File: config.mk
export PLATFORM = sky130hd
export DESIGN_NAME = pong_game_ctrl
export DESIGN_NICKNAME = d
export VERILOG_FILES = /design/src/rtl/pong_game_ctrl_pkg.sv /design/src/rtl/pong_game_ctrl_rise_detect.sv /design/src/rtl/pong_game_ctrl.sv
export SDC_FILE = /design/constraint.sdc
export NUM_CORES = 1
export LEC_CHECK = 0
export ABC_AREA = 0
export CORE_MARGIN = 4
export CORE_UTILIZATION = 57
export CTS_CLUSTER_DIAMETER = 40
export DETAILED_ROUTE_END_ITERATION = 7
export PLACE_DENSITY_LB_ADDON = 0.12
export SKIP_LAST_GASP = 1
export SLEW_MARGIN = 10
export SYNTH_ARGS = -nofsm -noshare
export SYNTH_HDL_FRONTEND = slang
export SYNTH_SLANG_ARGS = --single-unit
File: constraint.sdc
create_clock -name clk -period 4.6 [get_ports clk]
set_clock_uncertainty 0.05 [all_clocks]
set_input_delay 0.69 -clock clk [delete_from_list [all_inputs] [get_ports clk]]
set_output_delay 0.69 -clock clk [all_outputs]
set_load 0.02 [all_outputs]
File: src/rtl/pong_game_ctrl_pkg.sv
// Shared definitions for the pong match controller: FSM state encoding,
// serve-direction and winner codes, and the default winning score.
package pong_pkg;

  typedef enum logic [2:0] {
    IDLE  = 3'd0,
    SERVE = 3'd1,
    PLAY  = 3'd2,
    POINT = 3'd3,
    OVER  = 3'd4
  } state_e;

  localparam logic DIR_LEFT  = 1'b0;
  localparam logic DIR_RIGHT = 1'b1;

  localparam logic [1:0] WINNER_NONE = 2'b00;
  localparam logic [1:0] WINNER_P1   = 2'b01;
  localparam logic [1:0] WINNER_P2   = 2'b10;

  localparam int unsigned DEFAULT_WIN_SCORE = 11;

endpackage

File: src/rtl/pong_game_ctrl_rise_detect.sv
// Rising-edge detector: one sample register plus AND-NOT, with the
// resulting pulse registered so it lags the input rise by one cycle.
module rise_detect (
  input  logic clk,
  input  logic reset,
  input  logic sig_in,
  output logic rise
);

  logic sig_q, sig_d;
  logic rise_q, rise_d;

  // Next-state: remember the input, flag a 0->1 transition.
  always_comb begin
    sig_d  = sig_in;
    rise_d = sig_in & ~sig_q;
  end

  // Sample register and registered pulse output.
  always_ff @(posedge clk) begin
    if (reset) begin
      sig_q  <= 1'b0;
      rise_q <= 1'b0;
    end else begin
      sig_q  <= sig_d;
      rise_q <= rise_d;
    end
  end

  assign rise = rise_q;

endmodule

File: src/rtl/pong_game_ctrl.sv
// Pong match sequencer: game FSM, scores, serve direction and frame-counted
// delays between points. Optional macro PONG_AUTO_SERVE_EN: when defined the
// ball launches as soon as the serve delay expires; otherwise a start press
// after the delay is also required.
module pong_game_ctrl
  import pong_pkg::*;
#(
  parameter int unsigned WIN_SCORE    = DEFAULT_WIN_SCORE,
  parameter int unsigned SCORE_W      = 4,
  parameter int unsigned SERVE_FRAMES = 60,
  parameter int unsigned POINT_FRAMES = 90,
  parameter int unsigned TIMER_W      = 8
) (
  input  logic               clk,
  input  logic               reset,
  input  logic               vsync,
  input  logic               start,
  input  logic               miss_left,
  input  logic               miss_right,
  output logic               frame_tick,
  output logic               ball_run,
  output logic               ball_center,
  output logic               serve_dir,
  output logic [SCORE_W-1:0] score1,
  output logic [SCORE_W-1:0] score2,
  output logic [1:0]         winner,
  output logic [2:0]         state
);

  localparam logic [TIMER_W-1:0] SERVE_LOAD = TIMER_W'(SERVE_FRAMES);
  localparam logic [TIMER_W-1:0] POINT_LOAD = TIMER_W'(POINT_FRAMES);
  localparam logic [SCORE_W-1:0] WIN_VAL    = SCORE_W'(WIN_SCORE);

  logic start_rise;

  rise_detect u_vsync_rise (
    .clk    (clk),
    .reset  (reset),
    .sig_in (vsync),
    .rise   (frame_tick)
  );

  rise_detect u_start_rise (
    .clk    (clk),
    .reset  (reset),
    .sig_in (start),
    .rise   (start_rise)
  );

  state_e             state_q, state_d;
  logic [SCORE_W-1:0] score1_q, score1_d;
  logic [SCORE_W-1:0] score2_q, score2_d;
  logic [1:0]         winner_q, winner_d;
  logic               dir_q, dir_d;
  logic [TIMER_W-1:0] timer_q, timer_d;
  logic               run_q, run_d;
  logic               center_q, center_d;
  logic [TIMER_W-1:0] timer_nxt;
  logic               expired;

  function automatic logic [SCORE_W-1:0] sat_inc(input logic [SCORE_W-1:0] v);
    return (v == '1) ? v : v + SCORE_W'(1);
  endfunction

  // FSM next-state, score/winner/direction updates and Moore output decode.
  always_comb begin
    state_d  = state_q;
    score1_d = score1_q;
    score2_d = score2_q;
    winner_d = winner_q;
    dir_d    = dir_q;

    // Expiry looks at the post-decrement value so a timed state exits on the
    // edge that consumes its Nth frame_tick (and immediately when N = 0).
    timer_nxt = (frame_tick && (timer_q != '0)) ? timer_q - TIMER_W'(1) : timer_q;
    expired   = (timer_nxt == '0);
    timer_d   = timer_nxt;

    case (state_q)
      IDLE, OVER: begin
        if (start_rise) begin
          score1_d = '0;
          score2_d = '0;
          winner_d = WINNER_NONE;
          dir_d    = DIR_RIGHT;
          timer_d  = SERVE_LOAD;
          state_d  = SERVE;
        end
      end
      SERVE: begin
`ifdef PONG_AUTO_SERVE_EN
        if (expired) state_d = PLAY;
`else
        if (expired && start_rise) state_d = PLAY;
`endif
      end
      PLAY: begin
        if (miss_left && miss_right) begin
          timer_d = POINT_LOAD;
          state_d = POINT;
        end else if (miss_left) begin
          score2_d = sat_inc(score2_q);
          dir_d    = DIR_LEFT;
          timer_d  = POINT_LOAD;
          state_d  = POINT;
        end else if (miss_right) begin
          score1_d = sat_inc(score1_q);
          dir_d    = DIR_RIGHT;
          timer_d  = POINT_LOAD;
          state_d  = POINT;
        end
      end
      POINT: begin
        if (expired) begin
          if (score1_q == WIN_VAL) begin
            winner_d = WINNER_P1;
            state_d  = OVER;
          end else if (score2_q == WIN_VAL) begin
            winner_d = WINNER_P2;
            state_d  = OVER;
          end else begin
            timer_d = SERVE_LOAD;
            state_d = SERVE;
          end
        end
      end
      default: state_d = IDLE;
    endcase

    run_d    = (state_d == PLAY);
    center_d = (state_d == IDLE) || (state_d == SERVE) || (state_d == OVER);
  end

  // Registered FSM state and outputs.
  always_ff @(posedge clk) begin
    if (reset) begin
      state_q  <= IDLE;
      score1_q <= '0;
      score2_q <= '0;
      winner_q <= WINNER_NONE;
      dir_q    <= DIR_RIGHT;
      timer_q  <= '0;
      run_q    <= 1'b0;
      center_q <= 1'b1;
    end else begin
      state_q  <= state_d;
      score1_q <= score1_d;
      score2_q <= score2_d;
      winner_q <= winner_d;
      dir_q    <= dir_d;
      timer_q  <= timer_d;
      run_q    <= run_d;
      center_q <= center_d;
    end
  end

  assign ball_run    = run_q;
  assign ball_center = center_q;
  assign serve_dir   = dir_q;
  assign score1      = score1_q;
  assign score2      = score2_q;
  assign winner      = winner_q;
  assign state       = state_q;

endmodule

# Word level (Yosys, flattened, before mapping)
# Cells that the tools add are included.
# W data, S select, Z words.
# word_totals
in_bits,6
reg_bits,28
# classes
add_sub_neg,3
eq_ne,21
n_reduce_logical,16
n_bitwise,4
n_mux,38
# op_table
cell,n
$mux W8,8
$mux W4,8
$mux W3,8
$pmux W8 S3,1
$eq A4 B4 Y1 const B,4
$pmux W4 S2,2
$ne A2 B2 Y1 const B,7
$pmux W3 S4,1
$eq A3 B2 Y1 const B,3
$add A4 B1 Y4 const B,2
$logic_not A8 Y1,1
$mux W2,4
$reduce_and A4 Y1,2
$reduce_bool A8 Y1,1
$sub A8 B1 Y8 const B,1
$eq A3 B1 Y1 const B,2
$eq A3 B3 Y1 const B,2
$logic_not A3 Y1,2
$ne A3 B3 Y1 const B,2
$reduce_and A6 Y1,1
$reduce_and A5 Y1,1
$mux W1,4
$pmux W2 S2,1
$reduce_bool A2 Y1,2
7 further kinds,12

# Depth between registers and ports, before layout
# Gate-level depths: netlist (run 1).
# depth
ltp_word,10
ltp_mapped,7
depth_no_buf,7

# Cells and area by module
# Synthesis (run 1) repeated with hierarchy kept, for this count alone.
# unflattened
hier_cells,174
area_unflattened_um2,1466.4
# modules_own_cells
module,area_per_inst_um2,cells_per_inst,n_inst
pong_game_ctrl,1348.8,166,1
rise_detect,58.8,4,2

# Least setup slack after synthesis (run 1)
# No wires, ideal clock.
# synth_timing
path_type,register -> register
from,register timer_q[0]
to,register center_q (netlist: ball_center)
required_ns,4.429
n_path_buf,0
stages_incl_launch_ff,8
arrival_ns,2.117
setup_slack_ns,2.312
setup_time_ns,0.121
path_cell_list,dfxtp_1 inv_1 ha_1 or4b_4 nor3_2 mux2i_2 nand4_4 mux2_4
# synth_between
elab_chain_cells,10
word_cells_on_any_way,14
# synth_lines
element,line,rtl
start: declaration,pong_game_ctrl.sv:55,"logic [TIMER_W-1:0] timer_q, timer_d;"
start signal: assignment,pong_game_ctrl.sv:151,timer_q <= timer_d;
"parallel branches: the longest is 2 deep, another holds $sub A8 B1 Y8",n/a,
$mux W8 (*),pong_game_ctrl.sv:75,timer_nxt = (frame_tick && (timer_q != '0)) ? timer_q - TIMER_W'(1) : timer_q;
$logic_not A8 Y1 (*),pong_game_ctrl.sv:76,expired = (timer_nxt == '0);
$logic_and A1 B1 Y1,pong_game_ctrl.sv:94,if (expired && start_rise) state_d = PLAY;
$mux W3,pong_game_ctrl.sv:94,
$pmux W3 S4 (*),pong_game_ctrl.sv:79,case (state_q)
$eq A3 B1 Y1 / $logic_not A3 Y1 (equally long branches),pong_game_ctrl.sv:131,center_d = (state_d == IDLE) || (state_d == SERVE) || (state_d == OVER);
$logic_or A1 B1 Y1,pong_game_ctrl.sv:131,
$logic_or A1 B1 Y1 (*),pong_game_ctrl.sv:131,
end signal: assignment,pong_game_ctrl.sv:153,center_q <= center_d;
end: declaration,pong_game_ctrl.sv:57,"logic center_q, center_d;"
# Every way passes the cells marked *.
# A chain may end at the register's enable or synchronous reset.

# Worst setup path in the final report (run 1)
# Same ends and word-level chain as after synthesis.

==> results.ini, run 1 <==
[synth]
synth_area_leaders = dfxtp_1 (37%), nor2_1 (5.0%), nand2_1 (3.7%)
ys_warn_count = 0
ys_seq_area_frac = 0.370
synthDistinctLibCells = 49
yosys.area.top_type = dfxtp_1
synthTopCellsByCount = dfxtp_1 (28), nor2_1 (20), nand2_1 (15), nand3_1 (9), nor3_1 (8)
synthesis.area_um2 = 1520
synth-main-ff-cell = dfxtp_1
syn_nets = 184
syn_area_per_cell_um2 = 8.66
synthArstFlopShare = 0
yosysMostFrequentCell = dfxtp_1
ys_ff_latch = 28
synth_edf_count = 0
synth_top_area_share = 0.370
synthCells = 175

[die]
io_pins = 23
dieWidth_um = 59.6
die_h_um = 59.6
rows = 18
start_util = 0.606
die-area_um2 = 3550
core_area_um2 = 2500

[placed_design]
gp_congestion = 0.822
placement.io_buffers = 22
hpwl_um = 2580
post-place-cells = 222
dp_slack_ns = 2.13
place_area_um2 = 1750

[finish]
fill_cells = 205
syn_to_final_growth_pct = 19.2
drive_gt1_frac = 0.0867
final_cell_area_um2 = 1810
multiInputGateArea_um2 = 917
nNetsFinal = 206
fin_util = 0.723
diodes = 0
ff_latch_area_um2 = 561
final_cells = 226

[pwr]
power.density_nw_per_um2 = 294
peakVddDrop_v = 0.000225
total_leakage_power_nw = 0.661

[routing]
vias_per_cell = 6.24
wirelength_um = 3500
drc = 0
detail-route-antenna-nets = 0
wl_per_cell_um = 15.5
vias = 1410
drtPass1Iterations = 4
drt_first_iter_violations = 73

[status]
status = completed

[grt]
antenna_found_initial = 0
grt_pass1_vias = 1326
grt_max_degree = 19
grt_use_total = 0.218
gr-total-overflow = 0
grt_pass1_wl_um = 6050

[cts]
cts-root-buf = clkbuf_4
cts_buffers = 3
hold_buffers = 0
cts_setup_buffers = 0
cts-resized-gates = 0
htree_levels = 1
clk_latency_ns = 0.33
clock_path_buffers = 2
cts.clk_slew.worst_paths_ns = 0.15
cts_tree = yes
clock-sinks = 28

[setup_path]
worstPathRequired_ns = 4.79
path_max_fanout = 6
slowest_stage = or4b_4
start_kind = register
end_kind = register
crit_arrival_ns = 2.66
cpPeakStageDelay_ns = 0.54
crit_type = register to register
crit_chain = inv_1 -> ha_1 -> or4b_4 -> nor3_2 -> mux2i_2 -> nand4_4 -> mux2_4

[sta]
grt_setup_unrepaired = no
final-hold-violation-count = 0
worst_pin_slew_ns = 0.667
period_minus_slack_ns = 2.46
drv_slew = 0
setup_viol = 0
finalSetupTns_ns = 0
post-route-period-util = 0.536
fin_ws_ns = 2.14
max_freq_ghz = 0.406
max_slew_margin = 0.554

[run]
cap_violations = 0

[hold_path]
hold_path.class = register to register

## worst max-delay path, delay by kind of cell (launching register included)
family	cells	cell delay, ns
flops	1	0.38
simple gates	3	0.89
buf+inv	1	0.09
mux	2	0.74
fa+ha+maj	1	0.23
## final timing paths
check	slack (ns)	startpoint	to	cells past startpoint
min	0.35	u_vsync_rise.sig_q	u_vsync_rise.rise	1
max	2.14	timer_q[0]	ball_center	7
max reg2reg	2.14	timer_q[0]	ball_center	7
min reg2reg	0.35	u_vsync_rise.sig_q	u_vsync_rise.rise	1
## state kept, by name, indices dropped and copies added (netlist names), 2 cells and up
signal	cells
score1	4
winner	2
state	3
timer_q	8
score2	4
## metal layers
layer  up-vias  wire, um  track usage
met5         -         0            0
met4         0        48       0.0538
met3         7       173       0.0349
met2        54      1740        0.379
met1       661      1540        0.280
li1        688         -            -
## cell families after synthesis
family                   share of synthesized area
AO/OA/AOI/OAI                                0.174
XOR/XNOR                                    0.0405
AND/OR/NAND/NOR                              0.311
buffers and inverters                       0.0248
adder cells (fa/ha/maj)                     0.0248
multiplexers                                0.0545
flip-flops                                   0.370
## cell usage in the layout (no fill, tap or decap), types with 3 or more instances in the layout
cell             count
nor4b_1              3
nor2_1              20
inv_1                5
nand3_1              9
o21a_1               3
o22ai_1              4
clkdlybuf4s50_1     22
nor3_1               8
nand4_1              5
clkbuf_4             3
xor2_1               5
nor3b_1              3
nand2_1             15
mux2_2               3
ha_1                 3
a21oi_1              6
o21ai_0              5
dfxtp_1             28
nor2b_1              6
## metrics by stage
step	total power, mW	hold WS (ns)
2_1_floorplan	0.346	0.317
3_3_place_gp	0.370	0.321
3_5_place_dp	0.374	0.330
4_1_cts	0.532	0.349
5_1_grt	0.555	0.358
6_report	0.530	0.347
## cell type report
class	instances	area share
sequential	28	0.310
timing repair buffer	22	0.122
clock buffer	3	0.0125
clock inverter	1	0.0166
tap	30	0.0208
inverter	5	0.0104
multi-input combinational	137	0.508
## power breakdown
group / leakage, nW / switching, mW / internal [mW]
registers: 0.228 / 0.0170 / 0.252
logic: 0.405 / 0.0580 / 0.0442
clock network: 0.0279 / 0.0709 / 0.0882
No activity file was read; power rests on OpenSTA's default activity.
==> inputs of run 2 (changes only) <==
--- a/config.mk
+++ b/config.mk
@@ -7,7 +7,7 @@
 export LEC_CHECK = 0
 export ABC_AREA = 0
 export CORE_MARGIN = 4
-export CORE_UTILIZATION = 57
+export CORE_UTILIZATION = 53
 export CTS_CLUSTER_DIAMETER = 40
 export DETAILED_ROUTE_END_ITERATION = 7
 export PLACE_DENSITY_LB_ADDON = 0.12
==> constraint.sdc (replaced) <==
create_clock -name clk -period 2.3 [get_ports clk]
set_clock_uncertainty 0.05 [all_clocks]
set_input_delay 0.345 -clock clk [delete_from_list [all_inputs] [get_ports clk]]
set_output_delay 0.345 -clock clk [all_outputs]
set_load 0.02 [all_outputs]
==> results.ini, run 2 (synthesis results as in run 1) <==
[pwr]
switchingPower_uw = 290  ; +98%
p_seq_frac = 0.549  ; +0.042
total_leakage_power_nw = 0.720  ; +8.9%
netSwitchingFraction = 0.298  ; +0.0231
internal_power_uw = 681  ; +77%
clkPwrFrac = 0.199  ; -0.101
peakVddDrop_v = 0.000438  ; +95%
p_comb_frac = 0.252  ; +0.059
power.density_nw_per_um2 = 507  ; +73%

[routing]
vias = 1447  ; +2.6%
wirelength_um = 3530  ; +0.89%
vias_per_cell = 6.03  ; -3.4%
wl_per_cell_um = 14.7  ; -5.0%
drt_first_iter_violations = 54  ; -26%
drc = 0  ; unchanged
drtPass1Iterations = 4  ; unchanged
detail-route-antenna-nets = 0  ; unchanged

[status]
status = completed

[setup_path]
path_max_fanout = 6  ; unchanged
end_kind = register
r2r_slack_ns = 0.09  ; -2.05 ns
worstPathRequired_ns = 2.48  ; -2.31 ns
r2r_start = timer_q[1]
crit_arrival_ns = 2.39  ; -0.27 ns
start_kind = register
timing.rr.end = ball_center
crit_type = register to register
worstRegToRegCells = 8  ; +1

[die]
dieWidth_um = 61.5  ; +3.2%
die_h_um = 61.5  ; +3.2%
start_util = 0.554  ; -0.0519
rows = 19  ; +1
core_area_um2 = 2730  ; +9.4%
die-area_um2 = 3780  ; +6.5%
io_pins = 23  ; unchanged

[sta]
finalSetupTns_ns = 0  ; unchanged
post-route-period-util = 0.962  ; +0.426
max_freq_ghz = 0.452  ; +11%
grt_setup_unrepaired = no
setup_viol = 0  ; unchanged
fin_ws_ns = 0.0875  ; -2.05 ns
drv_slew = 0  ; unchanged
max_slew_margin = 0.734  ; +0.180
worst_pin_slew_ns = 0.395  ; -0.273 ns
period_minus_slack_ns = 2.21  ; -0.251 ns
final-hold-violation-count = 0  ; unchanged

[cts]
cts_buffers = 3  ; unchanged
hold_buffers = 0  ; unchanged
cts_tree = yes
cts.clk_slew.worst_paths_ns = 0.13  ; -0.02 ns
cts-root-buf = clkbuf_4
htree_levels = 1  ; unchanged
clock-sinks = 28  ; unchanged
clock_path_buffers = 2  ; unchanged
clk_latency_ns = 0.32  ; about the same

[hold_path]
hold_start = u_vsync_rise.sig_q
hold_path.class = register to register
hold_depth = 1  ; unchanged
worst_hold_path.endpoint = u_vsync_rise.rise

[finish]
syn_to_final_growth_pct = 26.3
nNetsFinal = 220  ; +6.8%
final_cell_mix = dfxtp_1 (26), clkdlybuf4s50_1 (22), nor2_1 (20), nand2_1 (15), buf_4 (14)
regMostFlops = timer_q
final_cells = 240  ; +6.2%
fin_util = 0.700  ; -0.0225
final_common_cell = dfxtp_1
diodes = 0  ; unchanged
largest_reg_flops = 8  ; unchanged
drive_gt1_frac = 0.172  ; +0.0855

[grt]
antenna_found_initial = 0  ; unchanged
gr-total-overflow = 0  ; unchanged
grt_pass1_vias = 1324  ; -0.15%
grt_use_total = 0.204  ; -0.0143
grt_pass1_wl_um = 5850  ; -3.3%
grt_max_degree = 15  ; -4

[placed_design]
hpwl_um = 2690  ; +4.6%
gp_congestion = 0.972  ; +18%
post-place-cells = 235  ; +5.9%
dp_slack_ns = 0.0828  ; -2.04 ns
placement.io_buffers = 22  ; unchanged

[run]
cap_violations = 0  ; unchanged

==> run 2: changes by cell type in the layout (fill, tap and decap cells not counted), sizes merged <==
cell / delta
bufinv: -1
buf: +14
==> run 2: what timing repair did <==
item | in CTS | in global routing
setup endpoints to repair | 0 | 8
buffers inserted | 0 | 2
resized for setup | 0 | 10
==> run 2: stage by stage <==
step,cell area (um^2),total power [mW],hold WS [ns]
2_1_floorplan,1520,0.693,0.317
3_3_place_gp,1850,0.762,0.321
3_5_place_dp,1850,0.768,0.323
4_1_cts,1870,0.960,0.342
5_1_grt,1910,1.02,0.354
6_report,1910,0.971,0.341
==> run 2: worst max-delay path, cell delays in order, from the launching register on <==
cell	delay, ns
dfxtp_4	0.38
inv_2	0.06
ha_4	0.13
or4b_4	0.51
nor3_4	0.20
mux2i_2	0.22
buf_4	0.18
nand4_4	0.09
mux2_4	0.30
==> run 2: power by group through the flow <==
stage          registers, mW  logic (mW)  clock network [mW]
3_5_place_dp           0.542       0.226                   0
6_report               0.533       0.245               0.193
5_1_grt                0.536       0.264               0.217
4_1_cts                0.531       0.227               0.202
2_1_floorplan          0.538       0.155                   0
3_3_place_gp           0.541       0.221                   0
==> run 2: worst max path at each step <==
stage,start,to,slack [ns],cells after the start
after floorplan,timer_q[0],ball_center,0.01,7
after global placement,timer_q[1],ball_center,0.12,8
after detailed placement,timer_q[1],ball_center,0.08,8
after CTS,timer_q[1],ball_center,0.04,8
after global routing,timer_q[1],ball_center,0.02,8
final,timer_q[1],ball_center,0.09,8
==> run 2: cell type report <==
class,count,area [um^2]
Clock buffer,3,22.5
Timing Repair Buffer,36,325
Tap cell,31,38.8
Fill cell,225,820
Sequential cell,28,566
Inverter,5,18.8
Multi-Input combinational cell,137,943
==> run 2: metal layers <==
metal / track usage / share of wire / vias to the layer above
li1: - / - / 715
met1: 0.255 / 0.44 / 690
met2: 0.350 / 0.50 / 38
met3: 0.0377 / 0.045 / 4
met4: 0.0697 / 0.010 / 0
met5: 0 / 0 / -
